## config.mk

```make
export PLATFORM = sky130hd
export DESIGN_NAME = counter_reg_x
export DESIGN_NICKNAME = d
export VERILOG_FILES = /design/src/rtl/counter_reg_x.sv
export SDC_FILE = /design/constraint.sdc
export NUM_CORES = 1
export LEC_CHECK = 0
export ABC_AREA = 1
export CORE_ASPECT_RATIO = 1.25
export CORE_UTILIZATION = 40
export DETAILED_ROUTE_END_ITERATION = 16
export GPL_ROUTABILITY_DRIVEN = 0
export PLACE_DENSITY_LB_ADDON = 0.1
export SLEW_MARGIN = 20
export SYNTH_ARGS = -nofsm -noshare
export SYNTH_HDL_FRONTEND = slang
export SYNTH_SLANG_ARGS = --single-unit
```

## constraint.sdc

```tcl
create_clock -name CLK -period 1.6 [get_ports CLK]
set_input_delay 0.16 -clock CLK [delete_from_list [all_inputs] [get_ports CLK]]
set_output_delay 0.16 -clock CLK [all_outputs]
set_load 0.05 [all_outputs]
```

## src/rtl/counter_reg_x.sv

```systemverilog
// rtl/counter_reg_x.sv - bounded up/down counter-register with wrap/saturate/auto-reload overflow modes
module counter_reg_x #(
   parameter int WIDTH         = 16,
   parameter int MIN_VALUE     = 0,
   parameter int MAX_VALUE     = 2**WIDTH-1,
   parameter int DEFAULT_VALUE = 0,
   parameter int STEP          = 1,
   parameter int MODE          = 0
) (
   input  logic             CLK,
   input  logic             RST_N,
   input  logic             CL,
   input  logic             LD,
   input  logic             INC,
   input  logic             DEC,
   input  logic             RLD_WE,
   input  logic [WIDTH-1:0] DATA_IN,
   output logic [WIDTH-1:0] DATA_OUT,
   output logic             AT_MIN,
   output logic             AT_MAX,
   output logic             TC
);

   localparam int W1 = WIDTH + 1;

   localparam logic [WIDTH-1:0] MIN_W  = WIDTH'(MIN_VALUE);
   localparam logic [WIDTH-1:0] MAX_W  = WIDTH'(MAX_VALUE);
   localparam logic [WIDTH-1:0] DEF_W  = WIDTH'(DEFAULT_VALUE);
   localparam logic [WIDTH:0]   MIN_X  = W1'(MIN_VALUE);
   localparam logic [WIDTH:0]   MAX_X  = W1'(MAX_VALUE);
   localparam logic [WIDTH:0]   STEP_X = W1'(STEP);
   localparam logic [WIDTH:0]   RNG_X  = W1'(MAX_VALUE - MIN_VALUE + 1);

   logic [WIDTH-1:0] cnt_q, cnt_d;
   logic [WIDTH-1:0] rld_q, rld_d;
   logic             tc_q, tc_d;
   logic [WIDTH:0]   sum_x, dif_x;

   function automatic logic [WIDTH-1:0] clamp(input logic [WIDTH-1:0] x);
      if (x < MIN_W)
         return MIN_W;
      else if (x > MAX_W)
         return MAX_W;
      else
         return x;
   endfunction

   always_comb begin
      cnt_d = cnt_q;
      tc_d  = 1'b0;
      rld_d = RLD_WE ? clamp(DATA_IN) : rld_q;
      sum_x = {1'b0, cnt_q} + STEP_X;
      dif_x = {1'b0, cnt_q} - STEP_X;

      if (CL) begin
         cnt_d = MIN_W;
      end else if (LD) begin
         cnt_d = clamp(DATA_IN);
      end else if (INC && !DEC) begin
         if (sum_x <= MAX_X) begin
            cnt_d = WIDTH'(sum_x);
         end else begin
            tc_d = 1'b1;
            case (MODE)
               0:       cnt_d = WIDTH'(sum_x - RNG_X);
               1:       cnt_d = MAX_W;
               default: cnt_d = MIN_W;
            endcase
         end
      end else if (DEC && !INC) begin
         // Signed compare: dif_x goes negative when STEP exceeds the count.
         if ($signed(dif_x) >= $signed(MIN_X)) begin
            cnt_d = WIDTH'(dif_x);
         end else begin
            tc_d = 1'b1;
            case (MODE)
               0:       cnt_d = WIDTH'(dif_x + RNG_X);
               1:       cnt_d = MIN_W;
               default: cnt_d = rld_q;
            endcase
         end
      end
   end

   always_ff @(posedge CLK) begin
      if (!RST_N) begin
         cnt_q <= DEF_W;
         rld_q <= MAX_W;
         tc_q  <= 1'b0;
      end else begin
         cnt_q <= cnt_d;
         rld_q <= rld_d;
         tc_q  <= tc_d;
      end
   end

   assign DATA_OUT = cnt_q;
   assign AT_MIN   = (cnt_q == MIN_W);
   assign AT_MAX   = (cnt_q == MAX_W);
   assign TC       = tc_q;

endmodule

```

==> flow_summary.json, run 1 <==
{
  "tightestPinTransition_ns": 0.290,
  "p_switching_uw": 670,
  "rsz0062_at_grt": "yes",
  "reg2reg_to": "DATA_OUT[9]$_SDFFE_PP0P_",
  "first_pass_iters": 5,
  "synth_top_flop_cell": "dfxtp_1",
  "fin_crit_sh": 1.08,
  "cts_buffers": 3,
  "critical_path_class": "reg -> out",
  "combPwrFrac": 0.465,
  "clock_sinks": 17,
  "start_util": 0.425,
  "synth-edff-count": 0,
  "grt_max_degree": 12,
  "clk_latency_ns": 0.26,
  "htree_levels": 1,
  "cts_buffer_depth": 2,
  "fin_ws_ns": -0.126,
  "yosys_warnings": 0,
  "grt_usage": 0.278,
  "pin_count": 42,
  "p_int_uw": 927,
  "die-area_sq_um": 4700,
  "yosysUniqueCellTypes": 33,
  "rows": 26,
  "grt_pass1_vias": 2094,
  "fp.coreArea_sq_um": 4160,
  "drive_above_1_share": 0.335,
  "ant_nets": 0,
  "min_to": "DATA_OUT[5]$_SDFFE_PP0P_",
  "vdd_drop_max_mv": 0.285,
  "die_w_microns": 61.5,
  "maxSlewHeadroom": 0.807,
  "postSynthAreaPerCell_sq_um": 5.82,
  "worstPathRequired_ns": 1.44,
  "ff2ff_setup_slack_ns": -0.11,
  "power_density_nw_per_um2": 589,
  "switching_share": 0.420,
  "port-buffer-count": 40,
  "synth.net_count": 331,
  "antenna_found_initial": 0,
  "finClkSkew_ns": 0.00339,
  "clk_pin_slew_worst_paths_ns": 0.08,
  "synth.area.top_cells": "dfxtp_1 19%, nand2_1 19%, nor2_1 6.8%",
  "nets": 398,
  "path_max_fanout": 4,
  "post-route-min-period_ns": 1.73,
  "synth.top_cell.area_share": 0.192,
  "start_kind": "register",
  "grt-ovfl-total": 0,
  "timing.hold.ws_ns": 0.445,
  "leakage_uw": 0.00117,
  "hold_path_class": "in -> reg",
  "rr_worst_depth": 9,
  "syn_area_sq_um": 1770,
  "r2r_start": "DATA_OUT[1]$_SDFFE_PP0P_",
  "wl_microns": 6090,
  "wl_per_cell_microns": 14.3,
  "crit_arrival_ns": 1.57,
  "drv_cap": 0,
  "cts_hold_buf": 0,
  "yosysTopAreaCell": "dfxtp_1",
  "die_y_microns": 76.4,
  "cts_tree": "built",
  "end_kind": "primary output",
  "hold_path_depth": 3,
  "drc": 0,
  "antenna_cells": 0,
  "slew_viol_final": 0,
  "path_cells": "ha_4 -> nand3_4 -> nor2_4 -> nand2_2 -> nor3_4 -> nand3_2 -> clkinvlp_4 -> buf_12",
  "pwr-share-seq": 0.309,
  "hpwl_microns": 4530,
  "drt_iter0_drc": 184,
  "clockPowerShare": 0.226,
  "synth-async-reset-ratio": 0,
  "finalSetupViolations": 7,
  "synthToLayoutAreaGrowth_pct": 53.3,
  "post-place-ws_ns": -0.0572,
  "max_stage_delay_ns": 0.36,
  "outcome": "finished, violations left",
  "fillerInstances": 406,
  "yosysSeqAreaShare": 0.192,
  "slowest_stage": "dfxtp_4",
  "finalHoldViolCount": 0,
  "netlist_instances": 304,
  "fmax_ghz": 0.579,
  "synth_seq_cells": 17,
  "grt_pass1_wl_microns": 9840,
  "root_buffer": "clkbuf_8",
  "vias": 2222,
  "hold_start": "DATA_IN[5]",
  "violations": "setup timing",
  "viasPerCell": 5.22
}
[cell families after synthesis]
family | count (synthesis) | synth area share
AOI/OAI and AO/OA | 60 | 0.196
xor gates and xnor gates | 6 | 0.0297
adders and majority gates | 4 | 0.0283
buffers and inverters | 48 | 0.122
DFF | 17 | 0.192
and+or+nand+nor | 169 | 0.432
[placed cells by master, fill, tap and decap left out, types with 11 or more instances in the layout]
cell and instances:
buf_4 51, o21ai_0 15, nand2_2 11, inv_1 27, clkdlybuf4s50_1 21, nor2_4 11, dfxtp_4 13, nand3_1 15
nor2_1 27, nand2_1 80, a21oi_1 17
[worst max path at each step]
stage | start | end | depth (start not counted) | slack (ns)
after CTS | DATA_OUT[0]$_SDFFE_PP0P_ | AT_MAX | 8 | -0.16
after detailed placement | DEC | DATA_OUT[8]$_SDFFE_PP0P_ | 7 | -0.06
after global routing | DATA_OUT[0]$_SDFFE_PP0P_ | AT_MAX | 8 | -0.23
final | DATA_OUT[0]$_SDFFE_PP0P_ | AT_MAX | 8 | -0.13
after floorplan | DATA_OUT[12]$_SDFFE_PP0P_ | AT_MIN | 6 | -0.01
after global placement | DEC | DATA_OUT[8]$_SDFFE_PP0P_ | 7 | -0.05
[power groups by stage]
stage	combinational, uW	sequential (uW)	clock (uW)
after floorplan	346	558	0
after global placement	629	504	0
after detailed placement	633	506	0
after CTS	694	494	368
after global routing	798	501	387
final	743	493	362
[critical path, delay by kind of cell, from the launching register on]
| kind | cells | cell delay, ns |
|---|---|---|
| AND/OR/NAND/NOR | 5 | 0.54 |
| flip-flops | 1 | 0.36 |
| buffers and inverters | 2 | 0.24 |
| adder cells (fa/ha/maj) | 1 | 0.15 |
[layout make-up]
cell class / instances / area (sq um) / share of cell area
multi-input combinational: 239 / 1410 / 0.520
timing repair buffer: 75 / 653 / 0.241
sequential: 17 / 390 / 0.144
inverter: 35 / 145 / 0.0535
tap: 56 / 70.1 / 0.0258
clock buffer: 4 / 45.0 / 0.0166
[Yosys cell counts (all sizes together) (2+ instances only)]
library cell and instances:
nand2 94, nor2 41, inv 34, o21ai 24, nand3 19, a21oi 18
dfxtp 17, buf 10, o211ai 8, xor2 6, nor3 5, ha 4
nand4 4, a31oi 3, clkbuf 3, or2 3, nand3b 2, o221ai 2
o311ai 2
[state kept, by name, summed over array words and instances (netlist names)]
register,flops
DATA_OUT,16
TC,1
[layer usage]
metal  track usage  routed length [microns]  part of all wire
met1         0.342                     2410              0.40
met2         0.458                     3090              0.51
met3        0.0255                      354             0.058
met4         0.144                      228             0.037
met5             0                        0                 0
[what timing repair did]
item | in CTS | in global routing
setup endpoints to repair | 4 | 15
pin swaps | 11 | 13
buffers inserted | 8 | 2
resized for setup | 23 | 23
[stage by stage]
stage	area, sq um	utilization	power, uW	instances	setup TNS, ns
finish	2710	0.652	1600	426	-0.586
detailed placement	2420	0.581	1140	412	-0.133
global route	2710	0.652	1690	426	-1.42
floorplan	1860	-	904	304	-0.0204
global placement	2420	0.581	1130	412	-0.0460
CTS	2610	0.628	1560	424	-0.534
No activity file was read; power rests on OpenSTA's default activity.
==> run 2: changes to the inputs <==
- PLACE_DENSITY: unset -> 0.67
- PLACE_DENSITY_LB_ADDON: 0.1 -> unset
==> flow_summary.json, run 2 (synthesis gave the netlist of run 1 again) <==
{
  "grt-ovfl-total": 0,
  "slowest_stage": "dfxtp_4",
  "clockPowerShare": 0.226,
  "first_pass_iters": 4,
  "cts_hold_buf": 0,
  "start_util": 0.425,
  "synthToLayoutAreaGrowth_pct": 50.2,
  "pin_count": 42,
  "drv_cap": 0,
  "outcome": "finished, violations left",
  "hpwl_microns": 4560,
  "clock_sinks": 17,
  "vias": 2203,
  "wl_per_cell_microns": 14.1,
  "rows": 26,
  "leakage_uw": 0.00112,
  "drive_above_1_share": 0.323,
  "critical_path_class": "reg -> out",
  "end_kind": "primary output",
  "die_y_microns": 76.4,
  "start_kind": "register",
  "finalSetupViolations": 4,
  "grt_pass1_wl_microns": 9760,
  "antenna_found_initial": 0,
  "finClkSkew_ns": 0.00423,
  "fin_crit_sh": 1.06,
  "p_switching_uw": 640,
  "tightestPinTransition_ns": 0.488,
  "ant_nets": 0,
  "largest_reg_flops": 16,
  "maxSlewHeadroom": 0.674,
  "grt_pass1_vias": 2157,
  "worstPathRequired_ns": 1.44,
  "root_buffer": "clkbuf_8",
  "fmax_ghz": 0.589,
  "switching_share": 0.413,
  "p_total_uw": 1550,
  "fin_cells": 424,
  "fp.coreArea_sq_um": 4160,
  "fin_ws_ns": -0.0979,
  "vdd_drop_max_mv": 0.463,
  "pwr-share-seq": 0.320,
  "viasPerCell": 5.20,
  "max_stage_delay_ns": 0.37,
  "nets": 396,
  "cts_buffers": 3,
  "cts_tree": "built",
  "hold_path_class": "in -> reg",
  "path_max_fanout": 2,
  "rsz0062_at_grt": "yes",
  "finalHoldViolCount": 0,
  "die_w_microns": 61.5,
  "drt_iter0_drc": 105,
  "violations": "setup timing",
  "cts_buffer_depth": 2,
  "combPwrFrac": 0.454,
  "die-area_sq_um": 4700,
  "clk_latency_ns": 0.26,
  "grt_max_degree": 12,
  "grt_usage": 0.278,
  "power_density_nw_per_um2": 583,
  "antenna_cells": 0,
  "htree_levels": 1,
  "drc": 0,
  "utilization": 0.639,
  "port-buffer-count": 40,
  "crit_arrival_ns": 1.54,
  "final_common_cell": "nand2_1",
  "wl_microns": 5960,
  "clk_pin_slew_worst_paths_ns": 0.07,
  "post-route-min-period_ns": 1.70,
  "final_cell_mix": "80 x nand2_1, 47 x buf_4, 28 x nor2_1",
  "path_cells": "ha_4 -> nand3_4 -> nor2_4 -> nand2_2 -> nor3_2 -> nand3_2 -> clkinvlp_4 -> buf_12",
  "slew_viol_final": 0,
  "dp_cells": 407,
  "p_int_uw": 909
}
-- run 2: path summary, 6_finish.rpt --
| check | start | to | cells past startpoint | slack, ns |
|---|---|---|---|---|
| setup / recovery | DATA_OUT[1]$_SDFFE_PP0P_ | AT_MAX | 8 | -0.1 |
| hold / removal | DATA_IN[5] | DATA_OUT[5]$_SDFFE_PP0P_ | 3 | 0.45 |
| setup reg to reg | DATA_OUT[0]$_SDFFE_PP0P_ | TC$_SDFF_PP0_ | 12 | -0.06 |
| hold reg to reg | DATA_OUT[9]$_SDFFE_PP0P_ | DATA_OUT[9]$_SDFFE_PP0P_ | 2 | 0.54 |
-- run 2: power by group through the flow --
stage	Combinational, uW	Sequential (uW)	Clock [uW]
5_1_grt	764	502	375
6_report	703	496	350
2_1_floorplan	346	558	0
3_5_place_dp	619	508	0
3_3_place_gp	617	508	0
4_1_cts	658	496	358
-- run 2: per-layer routing --
metal,GRT usage,part of all wire
met5,0,0
met4,0.147,0.046
met3,0.0390,0.044
met2,0.458,0.49
met1,0.334,0.42
-- run 2: worst max-delay path: cells and delay by family, from the launching register on --
family	cells	cell delay, ns
and+or+nand+nor	5	0.52
DFF	1	0.37
buffers and inverters	2	0.24
adders and majority gates	1	0.14
-- run 2: cell type report --
cell class	count	area (sq um)
clock buffers	4	45.0
flip-flops and latches	17	388
well taps	56	70.1
fillers	431	1510
multi-input cells	239	1370
repair buffers	73	644
inverters	35	143
-- run 2: what timing repair did --
| action | in CTS | in global routing |
|---|---|---|
| buffers inserted | 8 | 5 |
| endpoints found under the hold margin | 0 | 0 |
| gates resized for setup | 17 | 22 |
| pin swaps | 7 | 11 |
| setup endpoints to repair | 3 | 12 |
-- run 2: stage by stage --
step | hold WS (ns) | setup slack, ns | TNS (ns) | cell area [sq um]
finish | 0.452 | -0.0979 | -0.213 | 2660
global route | 0.481 | -0.203 | -1.31 | 2660
CTS | 0.452 | -0.180 | -0.347 | 2550
detailed placement | 0.520 | -0.0739 | -0.363 | 2390
global placement | 0.514 | -0.0582 | -0.276 | 2390
floorplan | 0.313 | -0.0143 | -0.0204 | 1860
==> run 3: changes to the inputs <==
- CORE_ASPECT_RATIO: 1.25 -> unset
- CTS_CLUSTER_DIAMETER: unset -> 80
- DONT_BUFFER_PORTS: unset -> 1
- PLACE_DENSITY: 0.67 -> 0.54
==> flow_summary.json, run 3 (synthesis gave the netlist of run 1 again) <==
{
  "rows": 23,
  "drt_iter0_drc": 199,
  "final_cell_mix": "76 x nand2_1, 39 x buf_4, 27 x inv_1",
  "cts_buffer_depth": 2,
  "end_kind": "primary output",
  "tightestPinTransition_ns": 0.483,
  "htree_levels": 1,
  "grt-ovfl-total": 0,
  "first_pass_iters": 4,
  "final.setup.tns_ns": -0.116,
  "clock_sinks": 17,
  "grt_use_met1": 0.411,
  "fillerInstances": 398,
  "wl_microns": 6090,
  "violations": "setup timing",
  "cts_buffers": 3,
  "start_util": 0.430,
  "register_area_sq_um": 385,
  "die_w_microns": 68.5,
  "wl_per_cell_microns": 15.6,
  "final_common_cell": "nand2_1",
  "clk_pin_slew_worst_paths_ns": 0.07,
  "finalHoldViolCount": 0,
  "drv_cap": 0,
  "finClkSkew_ns": 0.00357,
  "drc": 0,
  "maxSlewHeadroom": 0.677,
  "critical_path_class": "reg -> out",
  "start_kind": "register",
  "clk_latency_ns": 0.26,
  "antenna_cells": 0,
  "worstPathRequired_ns": 1.44,
  "post-route-min-period_ns": 1.67,
  "grt_max_degree": 15,
  "hpwl_microns": 4460,
  "die-area_sq_um": 4700,
  "placed_cell_area_sq_um": 2100,
  "viasPerCell": 5.44,
  "gr-usage-met2": 0.395,
  "port-buffer-count": 0,
  "fin_ws_ns": -0.0723,
  "pin_count": 42,
  "outcome": "finished, violations left",
  "path_max_fanout": 2,
  "fp.coreArea_sq_um": 4120,
  "vdd_drop_max_mv": 0.317,
  "p_total_uw": 1550,
  "gr-usage-met3": 0.0378,
  "fin_crit_sh": 1.05,
  "power_density_nw_per_um2": 624,
  "largest_reg_flops": 16,
  "grt_pass1_wl_microns": 9340,
  "grt_usage": 0.271,
  "synthToLayoutAreaGrowth_pct": 40.6,
  "antenna_found_initial": 0,
  "leakage_uw": 0.00105,
  "drive_above_1_share": 0.382,
  "fmax_ghz": 0.598,
  "grt_pass1_vias": 1873,
  "rsz0062_at_grt": "yes",
  "finalSetupViolations": 2,
  "ant_nets": 0,
  "busiest_layer": "met1",
  "vias": 2120,
  "nets": 368,
  "die_y_microns": 68.5,
  "multi_input_area_sq_um": 1470,
  "timing.hold.ws_ns": 0.0449,
  "cts_tree": "built",
  "utilization": 0.605,
  "cts_hold_buf": 0,
  "slew_viol_final": 0,
  "root_buffer": "clkbuf_8",
  "crit_arrival_ns": 1.51,
  "final_area_sq_um": 2490,
  "hold_path_class": "in -> reg"
}
## run 3: changes by cell type in the layout (fill, tap and decap cells not counted), moves of 3 or more
cell / change
buf_4: -8
buf_6: +4
clkdlybuf4s50_1: -22
nand2_1: -4
nor2_2: +3
o21ai_1: -4
o21ai_2: +5
## run 3: critical path: stages, from the launching register on
cell	delay, ns
dfxtp_4	0.37
ha_4	0.15
nand3_4	0.09
nor2_4	0.12
nand2_2	0.07
nor3_2	0.12
nand3_2	0.12
clkinvlp_4	0.22
## run 3: metal layers
| layer | vias up | part of all wire |
|---|---|---|
| met3 | 7 | 0.062 |
| li1 | 1064 | - |
| met2 | 69 | 0.44 |
| met1 | 980 | 0.49 |
| met4 | 0 | 0.010 |
| met5 | - | 0 |
## run 3: final cells by class
type                            instances  share of cell area
Tap cell                               50              0.0251
Timing Repair Buffer                   45               0.148
Inverter                               35              0.0623
Sequential cell                        17               0.155
Multi-Input combinational cell        239               0.591
Clock buffer                            4              0.0181
## run 3: path summary, 6_finish.rpt
kind	start	slack, ns	cells past startpoint	to
hold reg to reg	DATA_OUT[12]$_SDFFE_PP0P_	0.51	2	DATA_OUT[12]$_SDFFE_PP0P_
setup / recovery	DATA_OUT[1]$_SDFFE_PP0P_	-0.07	7	AT_MAX
hold / removal	LD	0.04	2	DATA_OUT[2]$_SDFFE_PP0P_
setup reg to reg	DATA_OUT[1]$_SDFFE_PP0P_	-0.04	12	TC$_SDFF_PP0_
## run 3: power breakdown
group	total, uW	switching (uW)	internal, uW
clock	351	174	177
sequential	491	50.0	441
combinational	712	440	273
## run 3: timing repair
action / CTS / global route
gates resized for setup: 16 / 54
buffers inserted: 5 / 6
pin swaps: 6 / 20
endpoints found under the setup margin: 3 / 12
gates cloned: 0 / 0
## run 3: stage by stage
stage / setup WS, ns / instances
global route: -0.127 / 390
CTS: -0.204 / 384
finish: -0.0723 / 390
floorplan: -0.0143 / 304
global placement: 0.0297 / 375
detailed placement: 0.0123 / 375
